--- config.mk ---
export PLATFORM = sky130hd
export DESIGN_NAME = hazard_stall_ctrl_flat
export DESIGN_NICKNAME = d
export VERILOG_FILES = /design/src/rtl/hazard_stall_ctrl_if.sv /design/src/rtl/hazard_stall_ctrl.sv /design/src/flat_wrapper.sv
export SDC_FILE = /design/constraint.sdc
export NUM_CORES = 1
export LEC_CHECK = 0
export ABC_AREA = 1
export CORE_MARGIN = 4
export CORE_UTILIZATION = 45
export CTS_CLUSTER_DIAMETER = 50
export DETAILED_ROUTE_END_ITERATION = 12
export PLACE_DENSITY_LB_ADDON = 0.1
export SLEW_MARGIN = 20
export SYNTH_ARGS = -nofsm -noshare
export SYNTH_HDL_FRONTEND = slang
export SYNTH_SLANG_ARGS = --single-unit
--- constraint.sdc ---
create_clock -name clk -period 1.8 [get_ports clk]
set_input_delay 0.18 -clock clk [delete_from_list [all_inputs] [get_ports clk]]
set_output_delay 0.18 -clock clk [all_outputs]
set_load 0.02 [all_outputs]
--- src/rtl/hazard_stall_ctrl_if.sv ---
// hazard_stall_ctrl_if: hazard inputs from the pipeline and the pipeline-register controls driven back to it.
interface hazard_stall_ctrl_if #(parameter int CNT_W = 16);
    logic [2:0] read_reg1_IF_ID;
    logic [2:0] read_reg2_IF_ID;
    logic rd1_used_IF_ID;
    logic rd2_used_IF_ID;
    logic [2:0] w1_reg_ID_EX;
    logic reg_en_ID_EX;
    logic mem_en_ID_EX;
    logic mem_wr_ID_EX;
    logic branch_taken_EX;
    logic imem_stall;
    logic dmem_stall;
    logic dmem_done;
    logic pc_en;
    logic if_id_en;
    logic id_ex_en;
    logic ex_mem_en;
    logic mem_wb_en;
    logic if_id_flush;
    logic id_ex_flush;
    logic [CNT_W-1:0] stall_cnt;
    logic timeout_err;
    modport master (
        output read_reg1_IF_ID, read_reg2_IF_ID, rd1_used_IF_ID, rd2_used_IF_ID,
        output w1_reg_ID_EX, reg_en_ID_EX, mem_en_ID_EX, mem_wr_ID_EX,
        output branch_taken_EX, imem_stall, dmem_stall, dmem_done,
        input pc_en, if_id_en, id_ex_en, ex_mem_en, mem_wb_en,
        input if_id_flush, id_ex_flush, stall_cnt, timeout_err
    );
    modport slave (
        input read_reg1_IF_ID, read_reg2_IF_ID, rd1_used_IF_ID, rd2_used_IF_ID,
        input w1_reg_ID_EX, reg_en_ID_EX, mem_en_ID_EX, mem_wr_ID_EX,
        input branch_taken_EX, imem_stall, dmem_stall, dmem_done,
        output pc_en, if_id_en, id_ex_en, ex_mem_en, mem_wb_en,
        output if_id_flush, id_ex_flush, stall_cnt, timeout_err
    );
endinterface

--- src/rtl/hazard_stall_ctrl.sv ---
// hazard_stall_ctrl: stall/bubble/flush control for the five-stage pipeline
// (load-use bubble, dcache freeze, icache fetch bubble, branch flush).
module hazard_stall_ctrl #(
    parameter int CNT_W = 16,
    parameter int MAX_WAIT = 255
) (
    input logic clk,
    input logic rst_n,
    hazard_stall_ctrl_if.slave bus
);
    localparam logic [1:0] RUN = 2'd0, DWAIT = 2'd1, IWAIT = 2'd2;
    localparam int WW = $clog2(MAX_WAIT + 1);
    logic [1:0] state, state_nx;
    logic [WW-1:0] wait_cnt;
    logic [CNT_W-1:0] stall_cnt;
    logic timeout_err, load_use, dwait, frz;
    logic [6:0] ctl;
    assign load_use = bus.mem_en_ID_EX & ~bus.mem_wr_ID_EX & bus.reg_en_ID_EX &
        ((bus.rd1_used_IF_ID & (bus.w1_reg_ID_EX == bus.read_reg1_IF_ID)) |
         (bus.rd2_used_IF_ID & (bus.w1_reg_ID_EX == bus.read_reg2_IF_ID)));
    assign dwait = state == DWAIT;
    // A completing miss releases the freeze in the same cycle, so dmem_stall is ignored then.
    assign frz = dwait ? ~bus.dmem_done : bus.dmem_stall;
    // ctl = {pc, if_id, id_ex, ex_mem, mem_wb enables, if_id_flush, id_ex_flush}
    always_comb begin
        ctl = !rst_n ? 7'b0000011 :
              frz ? 7'b0000000 :
              bus.branch_taken_EX ? 7'b1111111 :
              load_use ? 7'b0011101 :
              bus.imem_stall ? 7'b0111110 : 7'b1111100;
        state_nx = frz ? DWAIT :
                   (!dwait && !bus.branch_taken_EX && !load_use && bus.imem_stall) ? IWAIT : RUN;
    end
    assign {bus.pc_en, bus.if_id_en, bus.id_ex_en, bus.ex_mem_en, bus.mem_wb_en,
            bus.if_id_flush, bus.id_ex_flush} = ctl;
    assign bus.stall_cnt = stall_cnt;
    assign bus.timeout_err = timeout_err;
    always_ff @(posedge clk or negedge rst_n) begin
        if (!rst_n) begin
            state <= RUN;
            wait_cnt <= '0;
            stall_cnt <= '0;
            timeout_err <= 1'b0;
        end else begin
            state <= state_nx;
            if (!ctl[6] && stall_cnt != '1) stall_cnt <= stall_cnt + 1'b1;
            if (dwait && frz) begin
                if (wait_cnt != WW'(MAX_WAIT)) wait_cnt <= wait_cnt + 1'b1;
                if (wait_cnt >= WW'(MAX_WAIT - 1)) timeout_err <= 1'b1;
            end else begin
                wait_cnt <= '0;
            end
        end
    end
endmodule
--- src/flat_wrapper.sv ---
// flat-port wrapper written by rule: the top's interface ports become plain ports
module hazard_stall_ctrl_flat 
#(
    parameter int CNT_W = 16,
    parameter int MAX_WAIT = 255
)
  (clk, rst_n, bus_read_reg1_IF_ID, bus_read_reg2_IF_ID, bus_rd1_used_IF_ID, bus_rd2_used_IF_ID, bus_w1_reg_ID_EX, bus_reg_en_ID_EX, bus_mem_en_ID_EX, bus_mem_wr_ID_EX, bus_branch_taken_EX, bus_imem_stall, bus_dmem_stall, bus_dmem_done, bus_pc_en, bus_if_id_en, bus_id_ex_en, bus_ex_mem_en, bus_mem_wb_en, bus_if_id_flush, bus_id_ex_flush, bus_stall_cnt, bus_timeout_err);
  hazard_stall_ctrl_if #(.CNT_W(CNT_W)) bus_i ();
  input logic clk;
  input logic rst_n;
  input wire logic [$bits(bus_i.read_reg1_IF_ID)-1:0] bus_read_reg1_IF_ID;
  input wire logic [$bits(bus_i.read_reg2_IF_ID)-1:0] bus_read_reg2_IF_ID;
  input wire logic [$bits(bus_i.rd1_used_IF_ID)-1:0] bus_rd1_used_IF_ID;
  input wire logic [$bits(bus_i.rd2_used_IF_ID)-1:0] bus_rd2_used_IF_ID;
  input wire logic [$bits(bus_i.w1_reg_ID_EX)-1:0] bus_w1_reg_ID_EX;
  input wire logic [$bits(bus_i.reg_en_ID_EX)-1:0] bus_reg_en_ID_EX;
  input wire logic [$bits(bus_i.mem_en_ID_EX)-1:0] bus_mem_en_ID_EX;
  input wire logic [$bits(bus_i.mem_wr_ID_EX)-1:0] bus_mem_wr_ID_EX;
  input wire logic [$bits(bus_i.branch_taken_EX)-1:0] bus_branch_taken_EX;
  input wire logic [$bits(bus_i.imem_stall)-1:0] bus_imem_stall;
  input wire logic [$bits(bus_i.dmem_stall)-1:0] bus_dmem_stall;
  input wire logic [$bits(bus_i.dmem_done)-1:0] bus_dmem_done;
  output wire logic [$bits(bus_i.pc_en)-1:0] bus_pc_en;
  output wire logic [$bits(bus_i.if_id_en)-1:0] bus_if_id_en;
  output wire logic [$bits(bus_i.id_ex_en)-1:0] bus_id_ex_en;
  output wire logic [$bits(bus_i.ex_mem_en)-1:0] bus_ex_mem_en;
  output wire logic [$bits(bus_i.mem_wb_en)-1:0] bus_mem_wb_en;
  output wire logic [$bits(bus_i.if_id_flush)-1:0] bus_if_id_flush;
  output wire logic [$bits(bus_i.id_ex_flush)-1:0] bus_id_ex_flush;
  output wire logic [$bits(bus_i.stall_cnt)-1:0] bus_stall_cnt;
  output wire logic [$bits(bus_i.timeout_err)-1:0] bus_timeout_err;
  assign bus_i.read_reg1_IF_ID = bus_read_reg1_IF_ID;
  assign bus_i.read_reg2_IF_ID = bus_read_reg2_IF_ID;
  assign bus_i.rd1_used_IF_ID = bus_rd1_used_IF_ID;
  assign bus_i.rd2_used_IF_ID = bus_rd2_used_IF_ID;
  assign bus_i.w1_reg_ID_EX = bus_w1_reg_ID_EX;
  assign bus_i.reg_en_ID_EX = bus_reg_en_ID_EX;
  assign bus_i.mem_en_ID_EX = bus_mem_en_ID_EX;
  assign bus_i.mem_wr_ID_EX = bus_mem_wr_ID_EX;
  assign bus_i.branch_taken_EX = bus_branch_taken_EX;
  assign bus_i.imem_stall = bus_imem_stall;
  assign bus_i.dmem_stall = bus_dmem_stall;
  assign bus_i.dmem_done = bus_dmem_done;
  assign bus_pc_en = bus_i.pc_en;
  assign bus_if_id_en = bus_i.if_id_en;
  assign bus_id_ex_en = bus_i.id_ex_en;
  assign bus_ex_mem_en = bus_i.ex_mem_en;
  assign bus_mem_wb_en = bus_i.mem_wb_en;
  assign bus_if_id_flush = bus_i.if_id_flush;
  assign bus_id_ex_flush = bus_i.id_ex_flush;
  assign bus_stall_cnt = bus_i.stall_cnt;
  assign bus_timeout_err = bus_i.timeout_err;
  hazard_stall_ctrl #(.CNT_W(CNT_W), .MAX_WAIT(MAX_WAIT)) u_core (.clk(clk), .rst_n(rst_n), .bus(bus_i));
endmodule
==> results.cfg <==
[drt]
vias_per_cell = 4.84
vias = 1664
avgRoutedWirePerCell_um = 11.1
ant_nets = 0
drt_pass1_iterations = 4
route.detailed.drc = 0
first_iter_violations = 94
routed_wl_mm = 3.83

[place]
place_congestion = 0.857
io_buffers = 43
place_ws_ns = -0.337
dpl.hpwl_mm = 3.06
placed_area_um2 = 2420

[clock_tree]
clock_latency_ns = 0.27
clock_path_buffers = 2
tritoncts = done
clock_sinks = 27
cts_made_buffers = 3
htree_num_levels = 1
cts-root-buf = clkbuf_8
postCtsHoldBufs = 0
path_clk_slew_ns = 0.09

[final_layout]
antenna_cells = 0
drive_gt1_share_pct = 24.0
nets = 320
syn2layout_area_growth_pct = 35.1
final_area_um2 = 2450
utilization_pct = 65.0

[timing]
min_period_over_period_pct = 94.0
slew_headroom_pct = 76.1
max_slew.worst_pin.slew_ns = 0.356
fin_crit_ns = 1.69
finalSetupViolCount = 0
timing.fmax_ghz = 0.591
rsz0062_at_grt = no
skew_ns = 0.00365
drv_slew = 0
setup_ws_ns = 0.109
finalHoldViolations = 0

[critical_path]
critPathMaxStageDelay_ns = 0.41
required_ns = 1.62
path_common_cell = nor2_4
crit_path_start_kind = flop
path_max_fanout = 4
cp_slowest_cell = dfrtp_1
crit_family = simple AND/OR/NAND/NOR gates
crit_cells = 6
crit_path_end_kind = primary output
crit_buf_inv = 2
crit_chain = nor2_4, inv_4, nand2_2, nand2_4, nor2_4, clkdlybuf4s15_1
critPathKind = flop to primary output
arrival_ns = 1.51
ff2ff_path_depth = 11

[floorplan]
die_w_um = 71.5
fp-row-count = 22
chipHeight_um = 71.5
ios = 44
dieArea_um2 = 5110
initial_core_util_pct = 48.1
core_um2 = 3770

[yosys]
seq_area_frac_synth_pct = 37.2
synth_cell_types = 34
synth_nets = 257
synthXorXnorAreaFrac_pct = 6.27
synth_cells = 234
netlist_area_um2 = 1820
synth-compound-area-share_pct = 4.69
yosysWarnings = 0
synth_top_family_by_area = simple AND/OR/NAND/NOR gates
synth_fa_ha_area_share_pct = 2.07
synth_edf_count = 0
synth-seq-cells = 27
muxShareOfSynthArea_pct = 0
synthSimpleGateAreaFrac_pct = 41.0
synth_area_per_cell_um2 = 7.76
synth_ff_type = dfrtp_1
synthArstFlopShare_pct = 100

[power]
p_leak_nw = 1.21
p_comb_share_pct = 39.5
power_frac_seq_pct = 41.7
intPower_mw = 1.19
switching_power_mw = 0.671
ir_worst_vdd_mv = 0.723
clkPwrFrac_pct = 18.7
p_sw_share_pct = 36.0
pwr_density_cell_nw_per_um2 = 761

[status]
outcome = finished, final reports clean

[global_routing]
grt_start_max_net_pins = 28
antenna_found_initial = 0
overflow = 0
track_usage_pct = 16.3
grt_pass1_wl_mm = 6.76
grt_pass1_vias = 1570

[job]
drv_cap = 0

[worst_hold_path]
min_path_type = input pin to asynchronous set/reset pin
==> state kept, by name, summed over array words and instances (netlist names) <==
register / cells
u_core.bus.stall_cnt: 16
u_core.state: 2
u_core.wait_cnt: 8
u_core.bus.timeout_err: 1
==> power groups by stage <==
| stage | logic [mW] | clock network [mW] | registers (mW) |
|---|---|---|---|
| 4_1_cts | 0.753 | 0.361 | 0.778 |
| 3_5_place_dp | 0.754 | 0 | 0.789 |
| 6_report | 0.738 | 0.349 | 0.779 |
| 2_1_floorplan | 0.344 | 0 | 0.864 |
| 5_1_grt | 0.815 | 0.382 | 0.794 |
| 3_3_place_gp | 0.749 | 0 | 0.788 |
==> cell type report <==
cell class,instances,area (um2)
Fill cell,349,1320
Tap cell,48,60.1
Sequential cell,27,676
Inverter,27,111
Clock buffer,4,45.0
Timing Repair Buffer,63,568
Multi-Input combinational cell,175,992
==> timing repair <==
| action | CTS | global route |
|---|---|---|
| gates resized for setup | 20 | 11 |
| setup endpoints to repair | 7 | 21 |
| pin swaps | 0 | 1 |
| buffers inserted | 0 | 0 |
==> final timing paths <==
| kind | start | endpoint | slack, ns |
|---|---|---|---|
| min in group clk | u_core.bus.timeout_err$_DFFE_PN0P_ | u_core.bus.timeout_err$_DFFE_PN0P_ | 0.49 |
| max reg2reg | u_core.state[1]$_DFF_PN0_ | u_core.bus.stall_cnt[3]$_DFFE_PN0P_ | 0.22 |
| min | rst_n | u_core.wait_cnt[1]$_DFFE_PN0P_ | 0.46 |
| max in group asynchronous | rst_n | u_core.wait_cnt[0]$_DFFE_PN0P_ | 1.08 |
| max | u_core.state[1]$_DFF_PN0_ | bus_ex_mem_en | 0.11 |
| min reg2reg | u_core.bus.timeout_err$_DFFE_PN0P_ | u_core.bus.timeout_err$_DFFE_PN0P_ | 0.49 |
==> cell usage after synthesis (3+ instances only) <==
cell	count	area share (%)
a21oi_1	4	1.1
buf_4	3	1.2
dfrtp_1	27	37
ha_1	3	2.1
inv_1	19	3.9
inv_2	6	1.2
nand2_1	56	12
nand2_2	21	7.2
nand3_1	28	7.7
nor2_1	23	4.8
nor2_4	3	1.9
xnor2_1	8	3.9
xor2_1	5	2.4
==> cell usage in the layout (no fill, tap or decap), types with 3 or more instances in the layout <==
cell type / n
clkdlybuf4s50_1: 35
nand2_1: 55
nor2_4: 3
nand3_1: 28
ha_1: 3
inv_2: 6
nor2_1: 23
inv_1: 19
clkbuf_8: 3
xnor2_1: 8
nand2_2: 22
xor2_1: 5
a21oi_1: 4
dfrtp_1: 27
buf_4: 20
buf_2: 5
==> cells by family (layout without fill, tap and decap cells) <==
kind of cell,after synthesis,in the layout
AO/OA/AOI/OAI,14,14
XOR/XNOR,13,13
adder cells (fa/ha/maj),3,3
buffers and inverters,32,94
flip-flops,27,27
AND/OR/NAND/NOR,145,145
==> layer usage <==
layer | GRT usage (%) | up-vias | share of wire (%)
met1 | 21.7 | 749 | 47
met5 | 0 | - | 0
met3 | 3.51 | 4 | 6.6
li1 | - | 869 | -
met4 | 5.64 | 0 | 1.6
met2 | 26.0 | 42 | 45
==> stage by stage <==
stage | instances | hold slack (ns) | power [mW] | TNS (ns)
final | 344 | 0.456 | 1.87 | 0
after global routing | 344 | 0.504 | 1.99 | 0
after CTS | 344 | 0.473 | 1.89 | 0
after detailed placement | 340 | 0.463 | 1.54 | -3.58
after global placement | 340 | 0.466 | 1.54 | -3.44
after floorplan | 234 | -0.116 | 1.21 | 0
==> tightest hold or removal path: stages <==
cell,delay [ns]
clkdlybuf4s50_1,0.51
buf_4,0.13
buf_4,0.32
Note: power is estimated with default switching activity, not from simulation.
